--- src/rtl/cva6_dmem_responder.sv ---
// Data-memory responder model: a 4-deep count-only store drain FIFO and a
// single outstanding load. A small FSM services one transaction at a time and
// answers each one with a fixed-latency completion pulse.
module cva6_dmem_responder #(
    parameter int unsigned LOAD_LAT  = 2,  // 1..15
    parameter int unsigned STORE_LAT = 3   // 1..15
) (
    input  logic       clk_i,
    input  logic       rst_i,
    input  logic       load_req_i,
    input  logic       store_req_i,
    output logic       load_mem_resp_o,
    output logic       store_mem_resp_o,
    output logic       busy_o,
    output logic [2:0] store_pending_o,
    output logic       ovf_o
);

    typedef enum logic [1:0] {IDLE, LOAD_BUSY, STORE_BUSY} state_e;

    localparam logic [3:0] LOAD_INIT  = 4'(LOAD_LAT - 1);
    localparam logic [3:0] STORE_INIT = 4'(STORE_LAT - 1);
    localparam logic [2:0] STARV_MAX  = 3'd4;
    localparam logic [2:0] FIFO_DEPTH = 3'd4;

    state_e     state_q, state_d;
    logic [3:0] cnt_q, cnt_d;
    logic [2:0] starv_q, starv_d;
    logic [1:0] wptr_q, wptr_d;
    logic [1:0] rptr_q, rptr_d;
    logic [2:0] count_q, count_d;
    logic       load_pend_q, load_pend_d;
    logic       load_armed_q, load_armed_d;
    logic       ovf_q, ovf_d;

    logic       pop;
    logic       load_grant;
    logic       load_resp;
    logic       store_resp;

    // Grant / latency FSM. Decisions look only at registered FIFO count and
    // load_pend, so a request arriving on the same edge is never bypassed.
    always_comb begin
        state_d    = state_q;
        cnt_d      = cnt_q;
        starv_d    = starv_q;
        pop        = 1'b0;
        load_grant = 1'b0;
        load_resp  = 1'b0;
        store_resp = 1'b0;
        case (state_q)
            IDLE: begin
                // Stores win unless a load has already waited out 4 store grants.
                if (count_q != 3'd0 && !(load_pend_q && starv_q == STARV_MAX)) begin
                    state_d = STORE_BUSY;
                    pop     = 1'b1;
                    cnt_d   = STORE_INIT;
                    starv_d = load_pend_q ? starv_q + 3'd1 : 3'd0;
                end else if (load_pend_q) begin
                    state_d    = LOAD_BUSY;
                    load_grant = 1'b1;
                    cnt_d      = LOAD_INIT;
                    starv_d    = 3'd0;
                end
            end
            LOAD_BUSY: begin
                if (cnt_q == 4'd0) begin
                    load_resp = 1'b1;
                    state_d   = IDLE;
                end else begin
                    cnt_d = cnt_q - 4'd1;
                end
            end
            STORE_BUSY: begin
                if (cnt_q == 4'd0) begin
                    store_resp = 1'b1;
                    state_d    = IDLE;
                end else begin
                    cnt_d = cnt_q - 4'd1;
                end
            end
            default: state_d = IDLE;
        endcase
    end

    // Store FIFO bookkeeping; a push into a full FIFO with no pop is dropped.
    always_comb begin
        wptr_d  = wptr_q;
        rptr_d  = rptr_q;
        count_d = count_q;
        ovf_d   = ovf_q;
        if (store_req_i && count_q == FIFO_DEPTH && !pop) begin
            ovf_d = 1'b1;
        end else begin
            if (store_req_i) wptr_d = wptr_q + 2'd1;
            if (pop)         rptr_d = rptr_q + 2'd1;
            count_d = count_q + 3'(store_req_i) - 3'(pop);
        end
    end

    // Load latch: one response per rising level of load_req_i.
    always_comb begin
        load_pend_d  = load_pend_q;
        load_armed_d = load_armed_q;
        if (load_grant)
            load_pend_d = 1'b0;
        else if (load_req_i && !load_pend_q && load_armed_q && state_q != LOAD_BUSY)
            load_pend_d = 1'b1;
        if (load_resp)   load_armed_d = 1'b0;
        if (!load_req_i) load_armed_d = 1'b1;
    end

    // State registers.
    always_ff @(posedge clk_i or posedge rst_i) begin
        if (rst_i) begin
            state_q      <= IDLE;
            cnt_q        <= 4'd0;
            starv_q      <= 3'd0;
            wptr_q       <= 2'd0;
            rptr_q       <= 2'd0;
            count_q      <= 3'd0;
            load_pend_q  <= 1'b0;
            load_armed_q <= 1'b1;
            ovf_q        <= 1'b0;
        end else begin
            state_q      <= state_d;
            cnt_q        <= cnt_d;
            starv_q      <= starv_d;
            wptr_q       <= wptr_d;
            rptr_q       <= rptr_d;
            count_q      <= count_d;
            load_pend_q  <= load_pend_d;
            load_armed_q <= load_armed_d;
            ovf_q        <= ovf_d;
        end
    end

    assign load_mem_resp_o  = load_resp;
    assign store_mem_resp_o = store_resp;
    assign busy_o           = (state_q != IDLE);
    assign store_pending_o  = count_q;
    assign ovf_o            = ovf_q;

endmodule

--- config.mk ---
export PLATFORM = sky130hd
export DESIGN_NAME = cva6_dmem_responder
export DESIGN_NICKNAME = d
export VERILOG_FILES = /design/src/rtl/cva6_dmem_responder.sv
export SDC_FILE = /design/constraint.sdc
export NUM_CORES = 1
export LEC_CHECK = 0
export ABC_AREA = 1
export BUFFER_PORTS_ARGS = -buffer_cell sky130_fd_sc_hd__clkbuf_2
export CELL_PAD_IN_SITES_DETAIL_PLACEMENT = 1
export CELL_PAD_IN_SITES_GLOBAL_PLACEMENT = 1
export CORE_ASPECT_RATIO = 0.9
export CORE_UTILIZATION = 44
export DETAILED_ROUTE_END_ITERATION = 8
export HOLD_SLACK_MARGIN = 0.15
export MAX_ROUTING_LAYER = met4
export PLACE_DENSITY_LB_ADDON = 0.2
export SLEW_MARGIN = 10
export SYNTH_ARGS = -nofsm -noshare
export SYNTH_HDL_FRONTEND = slang
export SYNTH_SLANG_ARGS = --single-unit
--- constraint.sdc ---
create_clock -name clk_i -period 4.52 [get_ports clk_i]
set_input_delay 0.452 -clock clk_i [delete_from_list [all_inputs] [get_ports clk_i]]
set_output_delay 0.452 -clock clk_i [all_outputs]
set_load 0.05 [all_outputs]
* Word level (Yosys, flattened, before mapping)
Index checks and enable logic that the tools add are counted. Widths: inputs -> output; s select.
Storage, ports and cells: bits in registers 15, input bits 4, output and inout bits 7
Cells by class: add/sub/neg operators 4, equal/unequal tests 9, multiplexer cells 23, reductions and logical operators 21
Operators with widths (count):
- $mux 1 | 12
- $mux 4 | 3
- $mux 3 | 3
- $pmux 4 s2 | 1
- $reduce_bool 2->1 | 4
- $logic_and 1x1->1 | 7
- $eq 3x3->1 const B | 2
- $mux 2 | 3
- $ne 2x1->1 const B | 3
- $logic_not 4->1 | 1
- $pmux 2 s2 | 1
- $reduce_and 2->1 | 2
- $sub 4x1->4 const B | 1
- $add 3x1->3 | 1
- $add 3x1->3 const B | 1
- $logic_not 1->1 | 3
- $ne 3x3->1 const B | 1
- $reduce_and 3->1 | 1
- $reduce_bool 3->1 | 1
- $sub 3x1->3 | 1
- $eq 2x1->1 const B | 1
- $eq 2x2->1 const B | 1
- $logic_not 2->1 | 1
- $ne 2x2->1 const B | 1
- $reduce_or 2->1 | 1

* Longest topological paths before layout
word-level depth 8, gate-level depth with buffers 10

* Worst setup path before layout
Ideal clock, no wire load.
kind register to register, start point reg count_q[2], in the netlist store_pending_o[2], end point reg count_q[2], in the netlist store_pending_o[2], setup time 0.127 ns, arrival 1.904 ns, data required time 4.393 ns, setup slack 2.489 ns, stages on the path, launching flop included 10, buffers on the path 0, cells stage by stage dfrtp_1 > inv_1 > nand2_2 > nand3_2 > xor2_1 > ha_1 > inv_1 > fa_1 > nand3_1 > nand3b_1
On the way: word-level cells in the longest chain between the ends 6, elaborated cells on any way between the ends 10, classes of those cells add/sub: 2; eq/ne: 1; mux: 2; reduce/logical: 5
Ends and longest elaborated chain:
- start, declared | line 31 | logic [2:0] count_q, count_d;
- start signal, assigned | line 131 | count_q <= count_d;
- parallel branches: the longest is 6 deep, another holds $add 3x1->3
Parallel ways; which one is timed is not known. A chain may end at the register's enable or synchronous reset.

* Worst setup path in the final report
start point reg state_q[0], end point reg count_q[2], in the netlist store_pending_o[2]
On the way: word-level cells in the longest chain between the ends 4, elaborated cells on any way between the ends 5, classes of those cells add/sub: 1; mux: 1; reduce/logical: 3
Ends and longest elaborated chain:
- start, declared | line 26 | state_e state_q, state_d;
- start signal, assigned | line 126 | state_q <= state_d;
- $logic_not 2->1 (*) | line 51 | case (state_q)
- $mux 1 (*) | line 51
- parallel branches: the longest is 2 deep, another holds $sub 3x1->3
Mark *: on every way between the ends.

==> reports/results.tsv <==
metric	value	unit
max_cap viols	0	
vias in the first global route	831	
total die area	2320	µm²
Synth Cell Area	937	µm²
final antenna-violating net count	0	
post-synth top area share	37.4	%
Worst-path clk slew	0.10	ns
Longest Clk Path Bufs	2	
initial antenna violation count	0	
Synthesized Nets	136	
synthesized flop and latch total	15	
Mean Syn Cell Area	7.56	µm²
crit share post-route	46.8	%
RSZ-0062 raised after global routing	false	
GR met3 Demand/Resource	4.00	%
TNS Setup	0	ns
Req. time, crit path	4.75	ns
Port Buf Inserts	10	
GRT met2 Usage	36.3	%
Inserted Clock Buffers	3	
Die Wd	50.6	µm
# resized after CTS	0	
total gr overflow	0	
routed via count	821	
starting DRC count in detailed routing	8	
CTS Hold Bufs	0	
CP Data Arrival Time	2.35	ns
leading area contributor after synthesis	dfrtp_1	
fillers	257	
I/O pins	11	
CTS tree	yes	
Total Routing Usage GR	22.8	%
DRC violations left	0	
# clock sinks	15	
Skew-Pair Late Insertion Delay	0.29	ns
Synth Warn #	0	
sequential-to-total area share from yosys stat	40.2	%
# rows	15	
die height	45.8	µm
GRT busiest layer	met2	
Layout Nets	151	
Core Area	1950	µm²
First-pass DRT Iterations	4	
Finish-stage setup viols	0	
critical path startpoint category	flip-flop	
post-synthesis cell type count	20	
cells on worst reg2reg path	9	
antenna diode count	0	
run status	completed	
Min-Delay Path Class	primary input to async pin	
Wirelength per Cell	12.6	µm
drt total wl	2.06	mm
GP Congestion	0.782	
Starting Density	48.0	%
CP Class	flip-flop to flip-flop	
largest cells by area after synthesis	dfrtp_1 37%, nand2_1 16%, ha_1 9.3%	
HPWL Detailed	1.70	mm
layout cells sized above 1	18.8	%
Area Overhead vs Synth	11.6	%
vias per cell	5.04	
f_max	0.473	GHz
root buffer selected by CTS	clkbuf_4	
placed cell area	1020	µm²
GR Util met1	30.1	%
Slew Limit Headroom	61.9	%
CP endpoint kind	flip-flop	
first-pass GRT wire length	3.71	mm
cell count after synthesis	124	
Least-Margin Pin Slew	0.570	ns
fin crit period	2.12	ns
crit path max fanout	7	
clock skew	0.00945	ns
pin count of the biggest net entering global routing	16	
Pins Over Slew Limit	0	
htree depth	1	
Fin. Hold Viols	0	
Design Area, Final	1050	µm²
Post CTS Setup Buffer Count	0	
critical path, cell delays in order, from the launching register on:
cell and delay, ns:
dfrtp_1 0.42, inv_1 0.09, ha_1 0.32, nand3_2 0.22, xor2_1 0.18, ha_1 0.16, inv_1 0.05, fa_1 0.40
a21oi_1 0.12, nand3b_1 0.11
synthesized netlist by cell type:
master / n
o21ai_0: 2
dfstp_2: 1
nand2_1: 41
fa_1: 1
inv_1: 17
ha_1: 7
a21boi_0: 1
nand4_2: 1
or2_1: 1
dfrtp_1: 14
nand3_1: 11
nor2_1: 8
o21ai_1: 2
xor2_1: 2
nand3b_1: 1
nand2_2: 4
nor2_2: 2
a21oi_1: 4
nand3_2: 1
inv_2: 3
stage by stage:
stage	std cells	worst slack, ns	util [%]	hold slack [ns]
global route	163	2.14	53.6	0.242
detailed placement	159	2.46	52.2	0.459
global placement	159	2.54	52.2	0.455
finish	163	2.40	53.6	0.185
floorplan	124	2.49	-	0.353
CTS	163	2.40	53.6	0.212
cells by family after synthesis:
| kind of cell | synth area share [%] |
|---|---|
| simple gates | 33.4 |
| flops | 40.2 |
| compound gates | 5.07 |
| buf+inv | 8.01 |
| fa+ha+maj | 11.5 |
| xor+xnor | 1.87 |
state kept, by name, indices dropped and copies added (netlist names):
register and cells:
load_armed_q 1, ovf_o 1, store_pending_o 3, load_pend_q 1
cnt_q 4, state_q 2, starv_q 3
per-layer routing:
layer / share of wire (%) / up-vias
met1: 51 / 400
li1: - / 411
met4: 0.58 / 0
met2: 46 / 8
met5: 0 / -
met3: 2.2 / 2
final cells by class:
| type | count | area, µm² | area share [%] |
|---|---|---|---|
| Tap cell | 25 | 31.3 | 2.99 |
| Clock inverter | 1 | 5.00 | 0.478 |
| Multi-Input combinational cell | 89 | 485 | 46.4 |
| Inverter | 20 | 75.1 | 7.18 |
| Sequential cell | 15 | 377 | 36.0 |
| Clock buffer | 3 | 22.5 | 2.15 |
| Timing Repair Buffer | 10 | 50.0 | 4.78 |
placed cells by master, fill, tap and decap left out, drive strengths merged, types with 2 or more instances in the layout:
cell type / instances
dfrtp: 14
o21ai: 4
nand2: 45
a21oi: 4
clkbuf: 13
inv: 20
ha: 7
nand3: 12
nor2: 10
xor2: 2
path summary, 6_finish.rpt:
path                                 start                  to  slack (ns)
min in group clk_i              load_req_i        load_armed_q        0.31
worst max-delay path            state_q[0]  store_pending_o[2]        2.40
worst max register to register  state_q[0]  store_pending_o[2]        2.40
max in group asynchronous            rst_i            cnt_q[3]        3.95
worst min-delay path                 rst_i          starv_q[2]        0.18
worst min register to register       ovf_o               ovf_o        0.48
Power is not shown: default switching activity piles up to over one toggle a cycle in this logic, so the estimate is an artifact.
